==> config.mk <==
export PLATFORM = sky130hd
export DESIGN_NAME = fetch_unit
export DESIGN_NICKNAME = d
export VERILOG_FILES = /design/src/rtl/mips_pkg.sv /design/src/rtl/next_pc_calc.sv /design/src/rtl/fetch_unit.sv
export SDC_FILE = /design/constraint.sdc
export NUM_CORES = 1
export LEC_CHECK = 0
export ABC_AREA = 1
export BUFFER_PORTS_ARGS = -buffer_cell sky130_fd_sc_hd__buf_4
export CAP_MARGIN = 20
export CORE_ASPECT_RATIO = 0.75
export CORE_MARGIN = 10
export CORE_UTILIZATION = 54
export DETAILED_ROUTE_END_ITERATION = 8
export PLACE_DENSITY = 0.84
export SLEW_MARGIN = 20
export SYNTH_ARGS = -nofsm -noshare
export SYNTH_HDL_FRONTEND = slang
export SYNTH_SLANG_ARGS = --single-unit
==> constraint.sdc <==
create_clock -name clk -period 3.32 [get_ports clk]
set_input_delay 0.664 -clock clk [delete_from_list [all_inputs] [get_ports clk]]
set_output_delay 0.664 -clock clk [all_outputs]
set_load 0.02 [all_outputs]
==> src/rtl/mips_pkg.sv <==
// Shared fetch-side definitions: next-PC select encodings, fetch FSM state type and reset PC.
// ST_HALT exists only when FETCH_TIMEOUT_EN is defined.
package mips_pkg;

  typedef logic [1:0] pc_src_t;
  localparam pc_src_t PC_SEQ    = 2'b00;
  localparam pc_src_t PC_JR     = 2'b01;
  localparam pc_src_t PC_JUMP   = 2'b10;
  localparam pc_src_t PC_BRANCH = 2'b11;

  typedef logic [1:0] fetch_state_t;
  localparam fetch_state_t ST_IDLE = 2'd0;
  localparam fetch_state_t ST_WAIT = 2'd1;
  localparam fetch_state_t ST_EXEC = 2'd2;
`ifdef FETCH_TIMEOUT_EN
  localparam fetch_state_t ST_HALT = 2'd3;
`endif

  localparam logic [31:0] MIPS_RESET_PC = 32'h0000_0000;

  function automatic logic [31:0] branch_offset(input logic [15:0] imm);
    return {{14{imm[15]}}, imm, 2'b00};
  endfunction

endpackage

==> src/rtl/next_pc_calc.sv <==
// Combinational next-PC selection: sequential, register jump, pseudo-direct jump and PC-relative branch.
module next_pc_calc
  import mips_pkg::*;
(
  input  logic [31:0] pc,
  input  logic [31:0] instr,
  input  logic [31:0] jr_target,
  input  pc_src_t     pc_src,
  output logic [31:0] pc_plus4,
  output logic [31:0] next_pc
);

  logic unused_bits;

  assign pc_plus4 = pc + 32'd4;

  // Opcode bits and the low jr_target bits never influence the target address.
  assign unused_bits = ^{instr[31:26], jr_target[1:0]};

  always_comb begin
    next_pc = pc_plus4;
    case (pc_src)
      PC_SEQ:    next_pc = pc_plus4;
      PC_JR:     next_pc = {jr_target[31:2], 2'b00};
      PC_JUMP:   next_pc = {pc_plus4[31:28], instr[25:0], 2'b00};
      PC_BRANCH: next_pc = pc_plus4 + branch_offset(instr[15:0]);
      default:   next_pc = pc_plus4;
    endcase
  end

endmodule

==> src/rtl/fetch_unit.sv <==
// Instruction fetch FSM (IDLE -> WAIT -> EXEC) holding the PC and the instruction register.
// Define FETCH_TIMEOUT_EN to add the WAIT timeout counter, HALT state and fetch_err output.
module fetch_unit
  import mips_pkg::*;
#(
  parameter logic [31:0] RESET_PC    = MIPS_RESET_PC,
  parameter int unsigned TIMEOUT_CYC = 255
) (
  input  logic        clk,
  input  logic        rst,
  output logic        imem_req,
  output logic [31:0] imem_addr,
  input  logic        imem_ack,
  input  logic [31:0] imem_rdata,
  output logic [31:0] instr,
  output logic        instr_valid,
  output logic [31:0] pc_plus4,
  input  pc_src_t     pc_src,
  input  logic [31:0] jr_target,
  input  logic        hold
`ifdef FETCH_TIMEOUT_EN
  ,output logic       fetch_err
`endif
);

  // The wait counter is 8 bits wide, so the limit must be reachable by it.
  if (TIMEOUT_CYC == 0 || TIMEOUT_CYC > 255) begin : g_bad_timeout
    $error("fetch_unit: TIMEOUT_CYC must be in 1..255");
  end

  fetch_state_t state_q, state_d;
  logic [31:0]  pc_q, pc_d;
  logic [31:0]  instr_q, instr_d;
  logic [31:0]  next_pc;

`ifdef FETCH_TIMEOUT_EN
  localparam logic [7:0] TIMEOUT_LIM = 8'(TIMEOUT_CYC);
  logic [7:0] cnt_q, cnt_d;
  logic       err_q, err_d;
`endif

  next_pc_calc u_next_pc_calc (
    .pc        (pc_q),
    .instr     (instr_q),
    .jr_target (jr_target),
    .pc_src    (pc_src),
    .pc_plus4  (pc_plus4),
    .next_pc   (next_pc)
  );

  always_comb begin
    state_d = state_q;
    pc_d    = pc_q;
    instr_d = instr_q;
`ifdef FETCH_TIMEOUT_EN
    cnt_d   = cnt_q;
    err_d   = err_q;
`endif
    case (state_q)
      ST_IDLE: begin
        state_d = ST_WAIT;
`ifdef FETCH_TIMEOUT_EN
        cnt_d   = 8'd0;
`endif
      end
      ST_WAIT: begin
        if (imem_ack) begin
          instr_d = imem_rdata;
          state_d = ST_EXEC;
        end
`ifdef FETCH_TIMEOUT_EN
        else begin
          cnt_d = cnt_q + 8'd1;
          if (cnt_d == TIMEOUT_LIM) begin
            state_d = ST_HALT;
            err_d   = 1'b1;
          end
        end
`endif
      end
      // pc_src and jr_target only matter on the cycle hold is low.
      ST_EXEC: begin
        if (!hold) begin
          pc_d    = next_pc;
          state_d = ST_IDLE;
        end
      end
`ifdef FETCH_TIMEOUT_EN
      ST_HALT: state_d = ST_HALT;
`endif
      default: state_d = ST_IDLE;
    endcase
  end

  always_ff @(posedge clk or posedge rst) begin
    if (rst) begin
      state_q <= ST_IDLE;
      pc_q    <= RESET_PC;
      instr_q <= 32'd0;
`ifdef FETCH_TIMEOUT_EN
      cnt_q   <= 8'd0;
      err_q   <= 1'b0;
`endif
    end else begin
      state_q <= state_d;
      pc_q    <= pc_d;
      instr_q <= instr_d;
`ifdef FETCH_TIMEOUT_EN
      cnt_q   <= cnt_d;
      err_q   <= err_d;
`endif
    end
  end

  // Gating with rst lets the request drop immediately when reset hits mid-WAIT.
  assign imem_req    = !rst && (state_q == ST_IDLE || state_q == ST_WAIT);
  assign imem_addr   = pc_q;
  assign instr       = instr_q;
  assign instr_valid = (state_q == ST_EXEC);
`ifdef FETCH_TIMEOUT_EN
  assign fetch_err   = err_q;
`endif

endmodule

==> impl_results.md <==
- Root Driver: clkbuf_16
- Antenna violations before repair: 0
- Min cycle time layout: 3160 ps
- Die Ht: 113 µm
- Initial core utilization: 56.0%
- Clock Latency Late Sink: 340 ps
- Layout area overhead: 30.2%
- Reg clk slew, reported paths: 60 ps
- Max-cap violations: 0
- Worst Tran Pin Value: 934 ps
- Inst Count DP: roughly 1,300
- Final Non-Filler Cells: around 1,300
- Crit share post-route: a little over nine tenths
- First-pass DRT Iterations: 6
- Post-synthesis register bit count: 64
- Ports: 168
- Final nets: 1,247
- Setup crit start kind: flop
- Maximum clock rate: 316 MHz
- Final setup viols: 0
- Drt wl/cell: 18.2 µm
- Rel. slew slack: 37.7%
- Avg Inst Size Synth: 6.38 µm²
- Multi-input gate area: roughly 4100 µm²
- Routability Congestion: 1.00
- Area after DPL: 7610 µm²
- Clk sinks: 64
- Die W: around 140 µm
- Worst Skew: 6.24 ps
- Mapped Area: 6200 µm²
- Finished Cell Area: 8070 µm²
- CTS Buf Count: 9
- Iter 0 DRT Violations: between 800 and 900
- Core area: 11,100 µm²
- Register area: 1610 µm²
- Hold Fails Final Rpt: 0
- Final slew viol count: 0
- Largest stage delay, worst path: 400 ps
- Hold WC Path Type: reg2reg
- Worst Path Arrival: 3440 ps
- Total gr overflow: 0
- CP Launch Point: imem_addr[3]
- Crit path capture type: flop
- Post-Route WL: 23.4 mm
- DP HPWL: 18.5 mm
- Worst path cell trace: ha_2 > nand3_2 > nor2_2 > buf_4 > nand2_1 > nor2_2 > xor2_1 > ha_1 > nand2_2 > nor2_1 > inv_1 > nor2_1 > o21bai_1 > nand3_1 > nand2_1 > nand3_1 > nand2_1 > nand2_1 > nand2_1
- Reg2reg start: imem_addr[3]
- Share of post-route cells with drive strength above 1: 25.7%
- Maximum level of the CTS H-tree: 3
- Setup total negative slack: 0 ps
- Critical path required time: 3600 ps
- Crit-path max FO: 5
- Via count: 7,276
- Number of antenna diodes: 0
- Sequential area share after synthesis: 25.8%
- PwrDens: 1180 nW/µm²
- Synth warn: 0
- Leak Pwr: 4.48 nW
- Kind of critical path: reg2reg
- Synthesized netlist cell count: a little under 1,000
- Slowest cell on crit path: dfrtp_1
- HP Start: state_q[1]
- Cell mode on critical path: nand2_1
- # DRC: 0
- DR vias/cell: 5.65
- RSZ-0062 raised after global routing: yes
- CTS tree: built
- Largest net degree at the start of global routing: 46
- # port buffers: 161
- Status: finished clean
- Peak supply drop: 0.786 mV
- First-pass GRT wire length: 35.8 mm
- Clock Path Buffers: 2
- Layout fillers: 898
- Die ar.: roughly 16,000 µm²
- All-Layer GR Usage: 27.8%
- Antenna Nets Post-Route: 0
- Row Count: 33
- Vias in the first global route: approximately 6,600
- Netlist cell types: 41
## worst paths after layout
path / endpoint / slack, ps / depth (start not counted)
setup / recovery: imem_addr[25] / 160 / 19
hold / removal: state_q[0] / 480 / 1
setup reg to reg: imem_addr[25] / 160 / 19
hold reg to reg: state_q[0] / 480 / 1
max in group asynchronous: imem_addr[26] / 2000 / 3
min in group asynchronous: instr[20] / 550 / 2
## placed cells by master (no fill, tap or decap), types with 27 or more instances in the layout
cell type and n:
nand2_1 329, buf_4 180, inv_1 147, nor2_1 67, dfrtp_1 58, nand3_1 57
a21oi_1 42, o21ai_0 38, mux2_2 29, ha_1 27
## per-layer routing
layer	share of wire, %	track usage, %
met1	41	38.0
met3	13	9.24
met4	2.4	7.54
met5	0	0
met2	43	41.1
## cell usage after synthesis
cell type	instances	area [µm²]
nor2_1	75	282
inv_1	148	556
inv_2	6	22.5
a21o_1	3	22.5
nand2_1	332	1250
nor2_4	2	22.5
clkbuf_1	16	60.1
nand2_4	2	22.5
o211ai_1	4	30.0
or2_2	1	6.26
a21oi_1	44	220
buf_2	4	20.0
nor2_8	2	40.0
nand4_1	12	75.1
fa_1	1	20.0
dfrtp_1	64	1600
a211oi_1	1	7.51
mux2_2	29	327
xnor2_1	3	26.3
and2_1	1	6.26
nand3_2	3	30.0
o21ai_0	38	190
nand3_1	62	310
o21ai_2	1	8.76
o21ai_1	5	25.0
xor2_1	18	158
nand2_2	7	43.8
conb_1	1	3.75
o22ai_1	2	12.5
ha_1	34	425
or2_0	1	6.26
nor2_2	7	43.8
nor3_1	9	45.0
a221oi_1	17	149
o22a_1	1	8.76
nand3b_1	3	22.5
buf_4	4	30.0
o21bai_1	4	30.0
nor3_2	2	20.0
o21a_1	2	15.0
o2111ai_1	1	8.76
## final cells by class
class	instances	area share (%)
Inverter	154	7.16
Tap cell	140	2.17
Clock buffer	9	2.79
Multi-Input combinational cell	733	50.5
Timing Repair Buffer	180	16.7
Sequential cell	64	19.9
Clock inverter	7	0.682
## critical path: cells and delay by family, from the launching register on
kind / cells / cell delay (ps)
buffers and inverters: 2 / 230
AOI/OAI and AO/OA: 1 / 200
xor gates and xnor gates: 1 / 280
DFF: 1 / 400
adders and majority gates: 2 / 570
and+or+nand+nor: 13 / 1430
## timing repair
action | in CTS | in global routing
endpoints found under the setup margin | 0 | 17
gates resized for setup | 0 | 35
hold buffers | 0 | 0
setup buffers | 0 | 4
## where the power goes
group / internal [mW] / total, mW / switching, mW / leakage, nW
Combinational: 2.53 / 6.83 / 4.30 / 3.58
Sequential: 1.17 / 1.76 / 0.593 / 0.763
Clock: 0.512 / 0.915 / 0.403 / 0.132
Total: 4.20 / 9.50 / 5.30 / 4.48
## flip-flops by register name, summed over array words and instances, names as in the netlist
signal	cells
instr	32
state_q	2
imem_addr	30
## cells by family after synthesis
family / share of synthesized area [%]
simple gates: 35.8
buf+inv: 11.1
compound gates: 11.7
fa+ha+maj: 7.18
other cells: 0.0605
flops: 25.8
mux: 5.27
xor+xnor: 2.97
## through the flow
step,hold WS (ps),util (%),power (mW),setup WS (ps)
after floorplan,422,-,5.86,333
after global placement,445,68.7,8.00,170
after detailed placement,465,68.7,8.13,107
after CTS,476,71.3,9.09,91.9
after global routing,489,72.9,10.2,-36.3
final,477,72.9,9.50,160
Power figures use the tool's default switching activity.
